**config.mk**
```make
export PLATFORM = sky130hd
export DESIGN_NAME = comm_master_q
export DESIGN_NICKNAME = d
export VERILOG_FILES = /design/src/rtl/comm_master_q.sv
export SDC_FILE = /design/constraint.sdc
export NUM_CORES = 1
export LEC_CHECK = 0
export CAP_MARGIN = 40
export CORE_ASPECT_RATIO = 0.75
export CORE_UTILIZATION = 35
export CTS_CLUSTER_SIZE = 16
export DETAILED_ROUTE_END_ITERATION = 12
export HOLD_SLACK_MARGIN = 0.05
export SYNTH_ARGS = -nofsm -noshare
export SYNTH_HDL_FRONTEND = slang
export SYNTH_SLANG_ARGS = --single-unit
```
**constraint.sdc**
```tcl
create_clock -name clk -period 3.24 [get_ports clk]
set_clock_uncertainty 0.15 [all_clocks]
set_input_delay 0.648 -clock clk [delete_from_list [all_inputs] [get_ports clk]]
set_output_delay 0.648 -clock clk [all_outputs]
set_load 0.01 [all_outputs]
```
**src/rtl/comm_master_q.sv**
```systemverilog
// comm_master_q: queued command-frame master over an 8N1 UART, one response byte or timeout per frame.
// Defining COMM_MASTER_Q_CHKSUM_EN appends a two's-complement checksum byte to every frame.
module comm_master_q #(
    parameter int DATA_BYTES   = 2,
    parameter int FIFO_DEPTH   = 4,
    parameter int BAUD_DIV     = 2604,
    parameter int RESP_TIMEOUT = 500000
) (
    input  logic                          clk,
    input  logic                          rst,
    input  logic [7:0]                    cmd,
    input  logic [8*DATA_BYTES-1:0]       data,
    input  logic                          snd_cmd,
    output logic                          cmd_full,
    output logic                          ovfl,
    output logic [$clog2(FIFO_DEPTH):0]   pending,
    output logic                          busy,
    output logic                          TX,
    input  logic                          RX,
    output logic                          frm_snt,
    output logic [7:0]                    resp,
    output logic                          resp_rdy,
    input  logic                          clr_resp_rdy,
    output logic                          timeout
);
`ifdef COMM_MASTER_Q_CHKSUM_EN
    localparam int F = DATA_BYTES + 2;
`else
    localparam int F = DATA_BYTES + 1;
`endif
    localparam int FW = 8 + 8 * DATA_BYTES;
    localparam int AW = $clog2(FIFO_DEPTH);
    localparam int BW = $clog2(BAUD_DIV);
    localparam int TW = $clog2(RESP_TIMEOUT + 1);
    localparam int IW = $clog2(F);
    localparam logic [BW-1:0] B_LAST = BW'(BAUD_DIV - 1);
    localparam logic [BW-1:0] B_HALF = BW'(BAUD_DIV / 2 - 1);
    localparam logic [TW-1:0] T_LAST = TW'(RESP_TIMEOUT - 1);
    localparam logic [IW-1:0] I_LAST = IW'(F - 1);

    typedef enum logic [1:0] {IDLE, LOAD, SEND, WAIT_RESP} state_t;
    state_t state, state_nxt;

    logic [FW-1:0]  mem [FIFO_DEPTH];
    logic [AW-1:0]  wr_ptr, rd_ptr;
    logic [AW:0]    count;
    logic           push, pop;
    logic [FW-1:0]  head;
    logic [8*F-1:0] frame_in, frm;
    logic [7:0]     cur;
    logic [BW-1:0]  bcnt, rcnt;
    logic [3:0]     bit_i, rbit;
    logic [IW-1:0]  byte_i;
    logic [TW-1:0]  tcnt;
    logic           bit_end, frame_end, tmo_hit;
    logic [1:0]     sync;
    logic           rx_s, rx_prev, rx_on, r_end, rx_done;
    logic [7:0]     rx_sh;

    assign cmd_full  = count == (AW + 1)'(FIFO_DEPTH);
    assign pending   = count;
    assign busy      = state != IDLE;
    assign push      = snd_cmd && !cmd_full;
    // An empty FIFO being written this cycle is popped at once so LOAD follows the push directly.
    assign pop       = state == IDLE && (count != '0 || push);
    assign head      = mem[rd_ptr - AW'(1)];
    assign cur       = frm[8*F-1 -: 8];
    assign bit_end   = bcnt == B_LAST;
    assign frame_end = bit_end && bit_i == 4'd9 && byte_i == I_LAST;
    assign tmo_hit   = state == WAIT_RESP && tcnt == T_LAST;
    assign rx_s      = sync[1];
    assign r_end     = rbit == 4'd0 ? rcnt == B_HALF : rcnt == B_LAST;
    assign rx_done   = rx_on && r_end && rbit == 4'd9 && rx_s;

`ifdef COMM_MASTER_Q_CHKSUM_EN
    logic [7:0] sum;
    always_comb begin
        sum = '0;
        for (int i = 0; i <= DATA_BYTES; i++) sum = sum + head[8*i +: 8];
    end
    assign frame_in = {head, 8'h00 - sum};
`else
    assign frame_in = head;
`endif

    always_comb begin
        state_nxt = state;
        case (state)
            IDLE:      state_nxt = pop ? LOAD : IDLE;
            LOAD:      state_nxt = SEND;
            SEND:      state_nxt = frame_end ? WAIT_RESP : SEND;
            WAIT_RESP: state_nxt = (rx_done || tmo_hit) ? IDLE : WAIT_RESP;
            default:   state_nxt = IDLE;
        endcase
    end

    always_ff @(posedge clk) state <= rst ? IDLE : state_nxt;

    always_ff @(posedge clk) if (push) mem[wr_ptr] <= {cmd, data};

    always_ff @(posedge clk) begin
        if (rst) begin
            wr_ptr   <= '0;
            rd_ptr   <= '0;
            count    <= '0;
            ovfl     <= 1'b0;
            TX       <= 1'b1;
            frm_snt  <= 1'b0;
            resp     <= 8'h00;
            resp_rdy <= 1'b0;
            timeout  <= 1'b0;
            frm      <= '0;
            bcnt     <= '0;
            bit_i    <= '0;
            byte_i   <= '0;
            tcnt     <= '0;
        end else begin
            if (push) wr_ptr <= wr_ptr + AW'(1);
            if (pop) rd_ptr <= rd_ptr + AW'(1);
            count    <= count + (AW + 1)'(push) - (AW + 1)'(pop);
            if (snd_cmd && cmd_full) ovfl <= 1'b1;
            frm_snt  <= state == SEND && frame_end;
            timeout  <= tmo_hit && !rx_done;
            if (state == WAIT_RESP && rx_done) resp <= rx_sh;
            resp_rdy <= (state == WAIT_RESP && rx_done) || (resp_rdy && !clr_resp_rdy);
            tcnt     <= state == WAIT_RESP ? tcnt + TW'(1) : '0;
            if (state == LOAD) begin
                frm    <= frame_in;
                bcnt   <= '0;
                bit_i  <= '0;
                byte_i <= '0;
                TX     <= 1'b0;
            end else if (state == SEND) begin
                bcnt <= bit_end ? '0 : bcnt + BW'(1);
                if (bit_end) begin
                    bit_i <= bit_i == 4'd9 ? 4'd0 : bit_i + 4'd1;
                    if (bit_i == 4'd9) begin
                        byte_i <= byte_i + IW'(1);
                        frm    <= frm << 8;
                    end
                    // Bit 9 ends a byte: next is the following start bit, or idle after the last byte.
                    TX <= bit_i == 4'd9 ? byte_i == I_LAST : bit_i == 4'd8 ? 1'b1 : cur[bit_i[2:0]];
                end
            end
        end
    end

    always_ff @(posedge clk) begin
        if (rst) begin
            sync    <= 2'b11;
            rx_prev <= 1'b1;
            rx_on   <= 1'b0;
            rcnt    <= '0;
            rbit    <= '0;
            rx_sh   <= '0;
        end else begin
            sync    <= {sync[0], RX};
            rx_prev <= rx_s;
            if (!rx_on) begin
                rx_on <= rx_prev && !rx_s;
                rcnt  <= '0;
                rbit  <= '0;
            end else if (tmo_hit && !rx_done) begin
                rx_on <= 1'b0;
            end else begin
                rcnt <= r_end ? '0 : rcnt + BW'(1);
                if (r_end) begin
                    rbit <= rbit + 4'd1;
                    if (rbit == 4'd0 && rx_s) rx_on <= 1'b0;
                    if (rbit >= 4'd1 && rbit <= 4'd8) rx_sh <= {rx_s, rx_sh[7:1]};
                    if (rbit == 4'd9) rx_on <= 1'b0;
                end
            end
        end
    end
endmodule

```
==> flow_summary.yaml <==
run_status:
  status: "finished, final reports clean"
pwr:
  powerDensity_mw_per_mm2: 669
  power_mw: 6.77
  vdd_ir_drop_max_mv: 0.353
  leakage_nw: 3.38
clock_tree:
  cts_hold_buf: 0
  tritoncts: "built"
  clk_path_buf_depth: 3
  clk_latency_ns: 0.50
  numCtsBuffers: 21
  htree_levels: 1
  post_cts_resized: 0
  cts.sinks: 207
  cts-root-buf: "clkbuf_16"
  postCtsSetupBuffers: 0
  clkSlewWorstSetupHoldPaths_ns: 0.06
yosys:
  syn_inst: 673
  synth-edff-count: 96
  ys.flop_type: "dfxtp_1"
  avgSynthCellArea_sq_um: 12.7
  synth_seq_cells: 207
  synth_nets: 722
  synth_area_leaders: "edfxtp_1, dfxtp_1, mux4_2"
  yosys_warnings: 0
  ys_seq_area_share_pct: 59.5
  syn_area_sq_mm: 0.00858
  synth.largest_area_cell: "edfxtp_1"
  synth_top_area_share_pct: 33.6
  async_flop_share_pct: 0
  netlist-cell-type-count: 56
cells_and_area:
  multi_input_area_sq_mm: 0.00326
  final_common_cell: "dfxtp_1"
  final_cell_area_sq_mm: 0.0101
  drive_gt1_share_pct: 13.4
  final_util_pct: 42.1
  layout_common_cells: "dfxtp_1, nor2_1, edfxtp_1"
  final.fill_count: 2294
  seqCellArea_sq_mm: 0.00511
  layout.nets: 772
  antennaDiodeCount: 0
  syn_to_final_growth_pct: 17.9
  layout.cells.non_filler: 1069
global_route:
  grt_pass1_wl_um: 25200
  grtUsageTotal_pct: 12.7
  grt_antenna_before_repair: 0
  globalRoute.totalOverflow: 0
  grt_pass1_vias: 4735
  grt_max_degree: 35
route:
  routed_wl_um: 15400
  initialDrtViolationCount: 198
  detail_route.vias_per_cell: 4.70
  wl_per_cell_um: 14.4
  num_vias: 5028
  drc: 0
  drtPass1Iterations: 4
  antenna_left: 0
placed_design:
  globalplace.congestion: 0.767
  place_area_sq_mm: 0.00940
  preCtsSetupSlack_ns: 0.331
  dp_cells: 1031
  dp_hpwl_um: 9790
  io_buffers: 46
worst_hold_path:
  hold_path.class: "reg -> reg"
  min_from: "sync[0]$_SDFF_PP1_"
critical_path:
  critPathKind: "reg -> reg"
  worstPathCellList: "inv_1, ha_1, nor3b_1, nand4b_1, a21oi_2, nand3_1, mux2i_1, nor2_1"
  path_buf_inv: 1
  cp_max_fo: 9
  slowest_stage: "nand3_1"
  cp_top_family: "simple AND/OR/NAND/NOR gates"
  required_ns: 3.45
  worstPathArrival_ns: 2.91
  endpoint_kind: "flop"
  cp-startpoint: "rbit[0]$_SDFFE_PP0P_"
  timing.rr.start: "rbit[0]$_SDFFE_PP0P_"
  start_kind: "flop"
  cpPeakStageDelay_ns: 0.47
timing:
  worstMarginPinSlew_ns: 0.725
  setup_tns_ns: 0
  period_needed_ns: 2.70
  rsz0062_at_grt: "false"
  fin_hold_ws_ns: 0.280
  slew_violations: 0
  clock.fmax_ghz: 0.370
  period_share_pct: 83.4
  setup-violations-final: 0
  setup_slack_ns: 0.538
  hold_violations: 0
  slew_headroom_pct: 51.3
floorplan:
  die_area_sq_mm: 0.0251
  die_w_um: 183
  core_region_area_sq_mm: 0.0240
  start_util_pct: 35.7
  dieHeight_um: 138
  pin_count: 47
  rows: 49
run:
  cap_violations: 0
## synthesized netlist by cell type (14+ instances only)
| cell type | number |
|---|---|
| dfxtp_1 | 111 |
| nor2_1 | 109 |
| edfxtp_1 | 96 |
| mux2i_1 | 35 |
| xor2_1 | 30 |
| mux4_2 | 26 |
| nand3_1 | 23 |
| nand2_1 | 22 |
| inv_1 | 21 |
| ha_1 | 19 |
| xnor2_1 | 18 |
| clkbuf_1 | 15 |
| a211oi_2 | 14 |
## cell type report
cell class | instances | area share [%]
clock buffers | 27 | 5.62
repair buffers | 56 | 5.37
well taps | 331 | 4.10
flip-flops and latches | 207 | 50.5
multi-input cells | 416 | 32.2
inverters | 21 | 0.780
clock inverters | 11 | 1.40
## report_power, final
group / total [mW] / internal (mW) / switching (mW) / leakage (nW)
combinational: 1.19 / 0.583 / 0.611 / 1.25
clock: 2.48 / 1.49 / 0.993 / 0.353
sequential: 3.09 / 2.97 / 0.125 / 1.78
## kinds of logic after synthesis
logic type / count (synthesis) / share of synthesized area (%)
AND/OR/NAND/NOR: 228 / 13.4
flip-flops: 207 / 59.5
multiplexers: 61 / 10.9
AO/OA/AOI/OAI: 59 / 5.78
buffers and inverters: 50 / 2.49
XOR/XNOR: 48 / 4.90
adder cells (fa/ha/maj): 20 / 3.01
## routing by layer
metal	routed length, um	vias up	track usage, %
li1	-	2534	-
met2	6700	72	19.5
met3	486	23	2.17
met1	7920	2399	18.3
met4	338	0	3.78
met5	0	-	0
## worst paths after layout
path                               end  cells past startpoint  slack (ns)
hold / removal      sync[1]$_SDFF_PP1_                      1        0.28
setup / recovery  resp[7]$_SDFFE_PP0P_                      8        0.54
hold reg to reg     sync[1]$_SDFF_PP1_                      1        0.28
setup reg to reg  resp[7]$_SDFFE_PP0P_                      8        0.54
## state kept, by name, indices dropped and copies added, names as in the netlist, 2 cells and up
signal	count
bit_i	4
frm	24
rbit	4
mem	96
byte_i	2
pending	3
bcnt	12
tcnt	19
state	2
rd_ptr	2
rx_sh	8
rcnt	12
sync	2
resp	8
wr_ptr	2
## worst register-to-register path: cells and delay by family (launching register included)
kind | cells | cell delay [ns]
AND/OR/NAND/NOR | 4 | 1.21
adder cells (fa/ha/maj) | 1 | 0.17
multiplexers | 1 | 0.30
buffers and inverters | 1 | 0.12
flip-flops | 1 | 0.34
AO/OA/AOI/OAI | 1 | 0.29
No activity file was read; power rests on OpenSTA's default activity.
==> RTL change 1: new RTL, config.mk and constraints unchanged <==
Put one more register stage on the output `timeout`. The value now appears one clock later. The other outputs are not delayed to match.
--- a/src/rtl/comm_master_q.sv
+++ b/src/rtl/comm_master_q.sv
@@ -39,6 +39,8 @@
     localparam logic [IW-1:0] I_LAST = IW'(F - 1);
 
     typedef enum logic [1:0] {IDLE, LOAD, SEND, WAIT_RESP} state_t;
+
+    logic timeout_s0;
     state_t state, state_nxt;
 
     logic [FW-1:0]  mem [FIFO_DEPTH];
@@ -108,7 +110,7 @@
             frm_snt  <= 1'b0;
             resp     <= 8'h00;
             resp_rdy <= 1'b0;
-            timeout  <= 1'b0;
+            timeout_s0 <= 1'b0;
             frm      <= '0;
             bcnt     <= '0;
             bit_i    <= '0;
@@ -120,7 +122,7 @@
             count    <= count + (AW + 1)'(push) - (AW + 1)'(pop);
             if (snd_cmd && cmd_full) ovfl <= 1'b1;
             frm_snt  <= state == SEND && frame_end;
-            timeout  <= tmo_hit && !rx_done;
+            timeout_s0 <= tmo_hit && !rx_done;
             if (state == WAIT_RESP && rx_done) resp <= rx_sh;
             resp_rdy <= (state == WAIT_RESP && rx_done) || (resp_rdy && !clr_resp_rdy);
             tcnt     <= state == WAIT_RESP ? tcnt + TW'(1) : '0;
@@ -173,5 +175,9 @@
             end
         end
     end
+    always_ff @(posedge clk) begin
+        timeout <= timeout_s0;
+    end
+
 endmodule
 
Formal check against the unedited RTL: no difference found for any inputs over 4 cycles, from zero or initial values and one cycle with rst high; that may be too few to reach the edited logic, so the function may still have changed.
==> RTL change 1 against the unedited design <==
- area after synthesis rose by 0.23%
- final cell count rose by 0.28%
- sequential cell count rose by 1
- power rose by 1.8%
- setup slack improved by 0.029 ns
- first-iteration DRC count rose by 40%
- utilization rose by 0.21 points
- final area rose by 0.51%
- routed wire length rose by 1.0%
- sequential share of layout area fell by 0.058 points
- largest power group unchanged
- highest routed layer unchanged
==> RTL change 1: results (changes against the unedited design) <==
Setup path
  – CP Data Arrival Time: 2.89 ns (-0.02 ns)
  – Worst r2r dst: rcnt[0]
  – Crit Path Max Fanout: 6 (-3)
  – R2r setup slk: 0.57 ns (+0.03 ns)
  – Worst r2r path cells: 8 (unchanged)
  – Reg-to-Reg Start: rbit[0]

Global route
  – First-pass GRT wire length: 26.0 mm (+3.1%)
  – Vias in the first global route: 4888 (+3.2%)
  – Antenna violations before repair: 0 (unchanged)
  – GRT Util Overall: 0.129 (+0.00229)
  – Largest net degree at the start of global routing: 38 (+8.6%)

Min path
  – Worst Hold Launch: timeout_s0
  – Worst Hold Endpoint: timeout
  – Hold Crit Depth: 0 (-1)
  – Hold WC Path Type: flop to flop

Drt
  – Wire length per cell: 14.6 um (+0.72%)
  – Initial DRC Count: 277 (+40%)
  – Via count: 5041 (+0.26%)
  – DR pass1 iterations: 5 (+1)

Clocking
  – CTS Buf Count: 22 (+4.8%)
  – Setup Buffers After CTS: 0 (unchanged)
  – Clk buf depth: 3 (unchanged)
  – Register clock-pin slew on the reported worst setup and hold paths: 0.06 ns (about the same)
  – Clk root buf: clkbuf_16
  – CTS H-tree lvls: 1 (unchanged)
  – Worst-Skew Late Latency: roughly 0.51 ns
  – Post_cts resized: 0 (unchanged)

Timing
  – Worst hold slack: 0.181 ns (-0.0998 ns)
  – Relative slew slack: 0.514 (about the same)

Final layout
  – ANT cells: 0 (unchanged)
  – Layout fillers: 2281 (-0.57%)
  – Final net count: 774 (+0.26%)
  – Share of cells above drive strength 1: 0.136 (+0.00216)
  – Top flop regs: mem x96, frm x24, tcnt x19

Yosys
  – Number of flops mapped to enable cells by yosys: 96 (unchanged)
  – Sequential area share after synthesis: 0.596 (+0.000943)
  – Ys flop type: dfxtp_1
  – Unique masters post-synth: 56 (unchanged)
  – Main area contributors after synthesis: edfxtp_1 (34%), dfxtp_1 (26%), mux4_2 (6.8%), nor2_1 (4.8%), mux2i_1 (4.1%)
  – Post-synth net total: 723 (+0.14%)
  – Most frequent cells after synthesis: dfxtp_1 (112), nor2_1 (109), edfxtp_1 (96), mux2i_1 (35), xor2_1 (30)
  – Syn. warnings: 0 (unchanged)
  – Asr flop ratio synth: 0 (unchanged)

Place
  – Post-DP Area: 0.00941 mm^2 (about the same)
  – Pre-CTS WS: 0.323 ns (-0.00815 ns)
  – Placer Congestion: 0.747 (-2.6%)
  – Detail Placement HPWL: 9.95 mm (+1.6%)
  – I/O Buffers: 46 (unchanged)

Pwr
  – Leakage Power: 3.40 nW (+0.65%)
  – Max VDD drop: 471 uV (+33%)

Run status
  – Status: complete, no violations
-- RTL change 1: cell types whose count changed in the layout (fill, tap and decap cells not counted), sizes merged --
cell / before / now
clkbuf: 27 / 28
dfxtp: 111 / 112
inv: 22 / 24
clkinvlp: 0 / 1
clkinv: 7 / 5
-- RTL change 1: final cells by class --
| type | instances | share of cell area |
|---|---|---|
| flip-flops and latches | 208 | 0.504 |
| multi-input cells | 416 | 0.321 |
| clock buffers | 28 | 0.0584 |
| repair buffers | 56 | 0.0522 |
| well taps | 331 | 0.0408 |
| clock inverters | 12 | 0.0158 |
| inverters | 21 | 0.00776 |
-- RTL change 1: worst max-delay path: stages, from the launching register on --
cell,delay (ns)
dfxtp_1,0.34
inv_1,0.12
ha_1,0.17
nor3b_1,0.38
nand4b_1,0.22
a211oi_1,0.67
or3_1,0.31
xnor2_1,0.14
nor2_1,0.05
-- RTL change 1: cells by family (layout without fill, tap and decap cells) --
| kind of cell | after synthesis | count (layout) | synth area share |
|---|---|---|---|
| AO/OA/AOI/OAI | 59 | 59 | 0.0576 |
| XOR/XNOR | 48 | 48 | 0.0489 |
| adder cells (fa/ha/maj) | 20 | 20 | 0.0300 |
| buffers and inverters | 50 | 117 | 0.0249 |
| flip-flops | 208 | 208 | 0.596 |
| multiplexers | 61 | 61 | 0.109 |
| AND/OR/NAND/NOR | 228 | 228 | 0.134 |
-- RTL change 1: power breakdown --
group | switching (mW) | internal, mW | total (mW)
clock network | 1.05 | 1.55 | 2.60
logic | 0.607 | 0.578 | 1.18
registers | 0.121 | 2.98 | 3.10
total | 1.78 | 5.11 | 6.89
-- RTL change 1: worst max path at each step --
| stage | start | end | slack, ns | cells after the start |
|---|---|---|---|---|
| detailed placement | snd_cmd | pending[2] | 0.32 | 10 |
| finish | rbit[0] | rcnt[0] | 0.57 | 8 |
| global route | rbit[0] | rcnt[0] | 0.20 | 8 |
| global placement | snd_cmd | pending[2] | 0.40 | 10 |
| floorplan | pending[2] | pending[1] | 0.87 | 9 |
| CTS | rbit[0] | rcnt[0] | 0.60 | 8 |
-- RTL change 1: per-stage QoR --
stage / std cells / utilization
6_report: 1072 / 0.423
2_1_floorplan: 674 / -
4_1_cts: 1072 / 0.423
3_5_place_dp: 1032 / 0.391
3_3_place_gp: 1032 / 0.391
5_1_grt: 1072 / 0.423
-- RTL change 1: metal layers --
layer  GRT usage  routed length [um]  part of all wire
met1       0.184                7820              0.50
met2       0.201                6830              0.44
met3      0.0262                 703             0.045
met4      0.0306                 251             0.016
met5           0                   0                 0
==> RTL change 2: new RTL, same flow settings <==
Without the edit above. Change the parameter `FIFO_DEPTH` from 4 to 8.
--- a/src/rtl/comm_master_q.sv
+++ b/src/rtl/comm_master_q.sv
@@ -2,7 +2,7 @@
 // Defining COMM_MASTER_Q_CHKSUM_EN appends a two's-complement checksum byte to every frame.
 module comm_master_q #(
     parameter int DATA_BYTES   = 2,
-    parameter int FIFO_DEPTH   = 4,
+    parameter int FIFO_DEPTH   = 8,
     parameter int BAUD_DIV     = 2604,
     parameter int RESP_TIMEOUT = 500000
 ) (
Ports: changed (resized pending); port bits go from 47 to 48. No check against the original RTL was run, so the function may have changed too.
==> RTL change 2 against the unedited design <==
- sequential cell count rose by 99
- final area rose by 45%
- setup slack got worse by 0.15 ns
- critical path type is now flop to output pin
- routed wire length rose by 67%
- via count rose by 47%
- sequential power rose by 46%
- area after synthesis rose by 45%
- power rose by 63%
- largest power group unchanged
==> RTL change 2: results (changes against the unedited design) <==
Run status
  – Status: complete, no violations

Drt
  – Via density: 5.01 (+6.5%)
  – Wire length on met1: 12.9 mm (+63%)
  – Met2 wire len: 11.2 mm (+67%)
  – Routed length on met3: 1.22 mm (+150%)
  – Wire length per cell: 17.5 um (+21%)
  – Initial DRC Count: 484 (+140%)
  – DR pass1 iterations: 4 (unchanged)
  – Top Layer Used: met4

Global route
  – Antenna violations before repair: 0 (unchanged)
  – Vias in the first global route: 7291 (+54%)
  – GRT Util Overall: 0.146 (+0.0191)
  – First-pass GRT wire length: 41.0 mm (+62%)
  – Largest net degree at the start of global routing: 51 (+46%)

Place
  – Detail Placement HPWL: 15.7 mm (+60%)
  – Post-DP Area: 0.0136 mm^2 (+45%)
  – Placer Congestion: 0.745 (-2.8%)
  – I/O Buffers: 47 (+2.2%)
  – Pre-CTS WS: 0.278 ns (-0.0530 ns)

Pwr
  – Leakage Power: 5.01 nW (+48%)
  – Max VDD drop: 815 uV (+130%)

Final layout
  – Share of cells above drive strength 1: 0.150 (+0.0163)
  – ANT cells: 0 (unchanged)
  – Layout fillers: 3184 (+39%)
  – Final net count: 1045 (+35%)
  – Top flop regs: mem x192, frm x24, tcnt x19
  – Reg area: 0.00805 mm^2 (+58%)

Yosys
  – Sequential area share after synthesis: 0.649 (+0.0533)
  – Main area contributors after synthesis: edfxtp_1 (46%), dfxtp_1 (18%), mux4_2 (9.1%), nor2_1 (3.7%), nand2_1 (3.0%)
  – Most frequent cells after synthesis: edfxtp_1 (192), nor2_1 (122), dfxtp_1 (114), nand2_1 (98), mux4_2 (50)
  – Syn. warnings: 0 (unchanged)
  – Asr flop ratio synth: 0 (unchanged)
  – Unique masters post-synth: 50 (-11%)
  – Number of flops mapped to enable cells by yosys: 192 (+100%)
  – Post-synth net total: 982 (+36%)

Timing
  – Least-Margin Pin Slew: 0.812 ns (+0.0870 ns)

Clocking
  – Clk root buf: clkbuf_16
  – Setup Buffers After CTS: 0 (unchanged)
  – Clk buf depth: 3 (unchanged)
  – Register clock-pin slew on the reported worst setup and hold paths: 0.06 ns (about the same)
  – Post_cts resized: 0 (unchanged)
  – CTS Buf Count: 30 (+43%)
  – Worst-Skew Late Latency: 0.58 ns (+0.08 ns)
  – CTS H-tree lvls: 1 (unchanged)

Min path
  – Hold WC Path Type: flop to flop

Setup path
  – Crit Path Max Fanout: 3 (-6)
[RTL change 2: changes by cell type in the layout (fill, tap and decap cells not counted), sizes merged, moves of 18 or more]
cell,before,now
edfxtp,96,192
nand2,22,98
nor3,3,43
mux4,26,50
a211oi,19,1
[RTL change 2: worst max-delay path, stage by stage (launching register included)]
cell	delay [ns]
dfxtp_1	0.32
inv_1	0.10
ha_1	0.14
nor3b_1	0.32
clkdlybuf4s50_1	0.61
[RTL change 2: path summary, 6_finish.rpt]
path / start / end / slack, ns / cells after the start
min: sync[0] / sync[1] / 0.27 / 1
min reg2reg: sync[0] / sync[1] / 0.27 / 1
max reg2reg: rbit[0] / resp[3] / 0.40 / 8
max: pending[2] / cmd_full / 0.39 / 4
[RTL change 2: per-layer routing]
| layer | track usage | vias to the layer above |
|---|---|---|
| li1 | - | 3526 |
| met1 | 0.217 | 3656 |
| met2 | 0.218 | 155 |
| met3 | 0.0255 | 45 |
| met4 | 0.0395 | 0 |
| met5 | 0 | - |
[RTL change 2: power breakdown]
| part | switching, mW | internal (mW) | total, mW |
|---|---|---|---|
| clock network | 1.53 | 2.19 | 3.72 |
| registers | 0.116 | 4.39 | 4.51 |
| logic | 1.57 | 1.21 | 2.78 |
| total | 3.22 | 7.79 | 11.0 |
[RTL change 2: final cells by class]
class,count,area share
clock inverters,19,0.0172
multi-input cells,562,0.285
well taps,457,0.0389
flip-flops and latches,306,0.548
clock buffers,37,0.0551
inverters,21,0.00536
repair buffers,72,0.0504
[RTL change 2: metrics by stage]
step           hold slack, ns  cells
2_1_floorplan           0.239    930
3_3_place_gp            0.255   1418
3_5_place_dp            0.252   1418
4_1_cts                 0.272   1474
5_1_grt                 0.302   1474
6_report                0.272   1474
[RTL change 2: cells by family after synthesis]
| family | Yosys count | share of synthesized area |
|---|---|---|
| simple gates | 348 | 0.130 |
| xor+xnor | 48 | 0.0339 |
| buf+inv | 62 | 0.0193 |
| compound gates | 73 | 0.0368 |
| flops | 306 | 0.649 |
| fa+ha+maj | 23 | 0.0238 |
| mux | 70 | 0.107 |
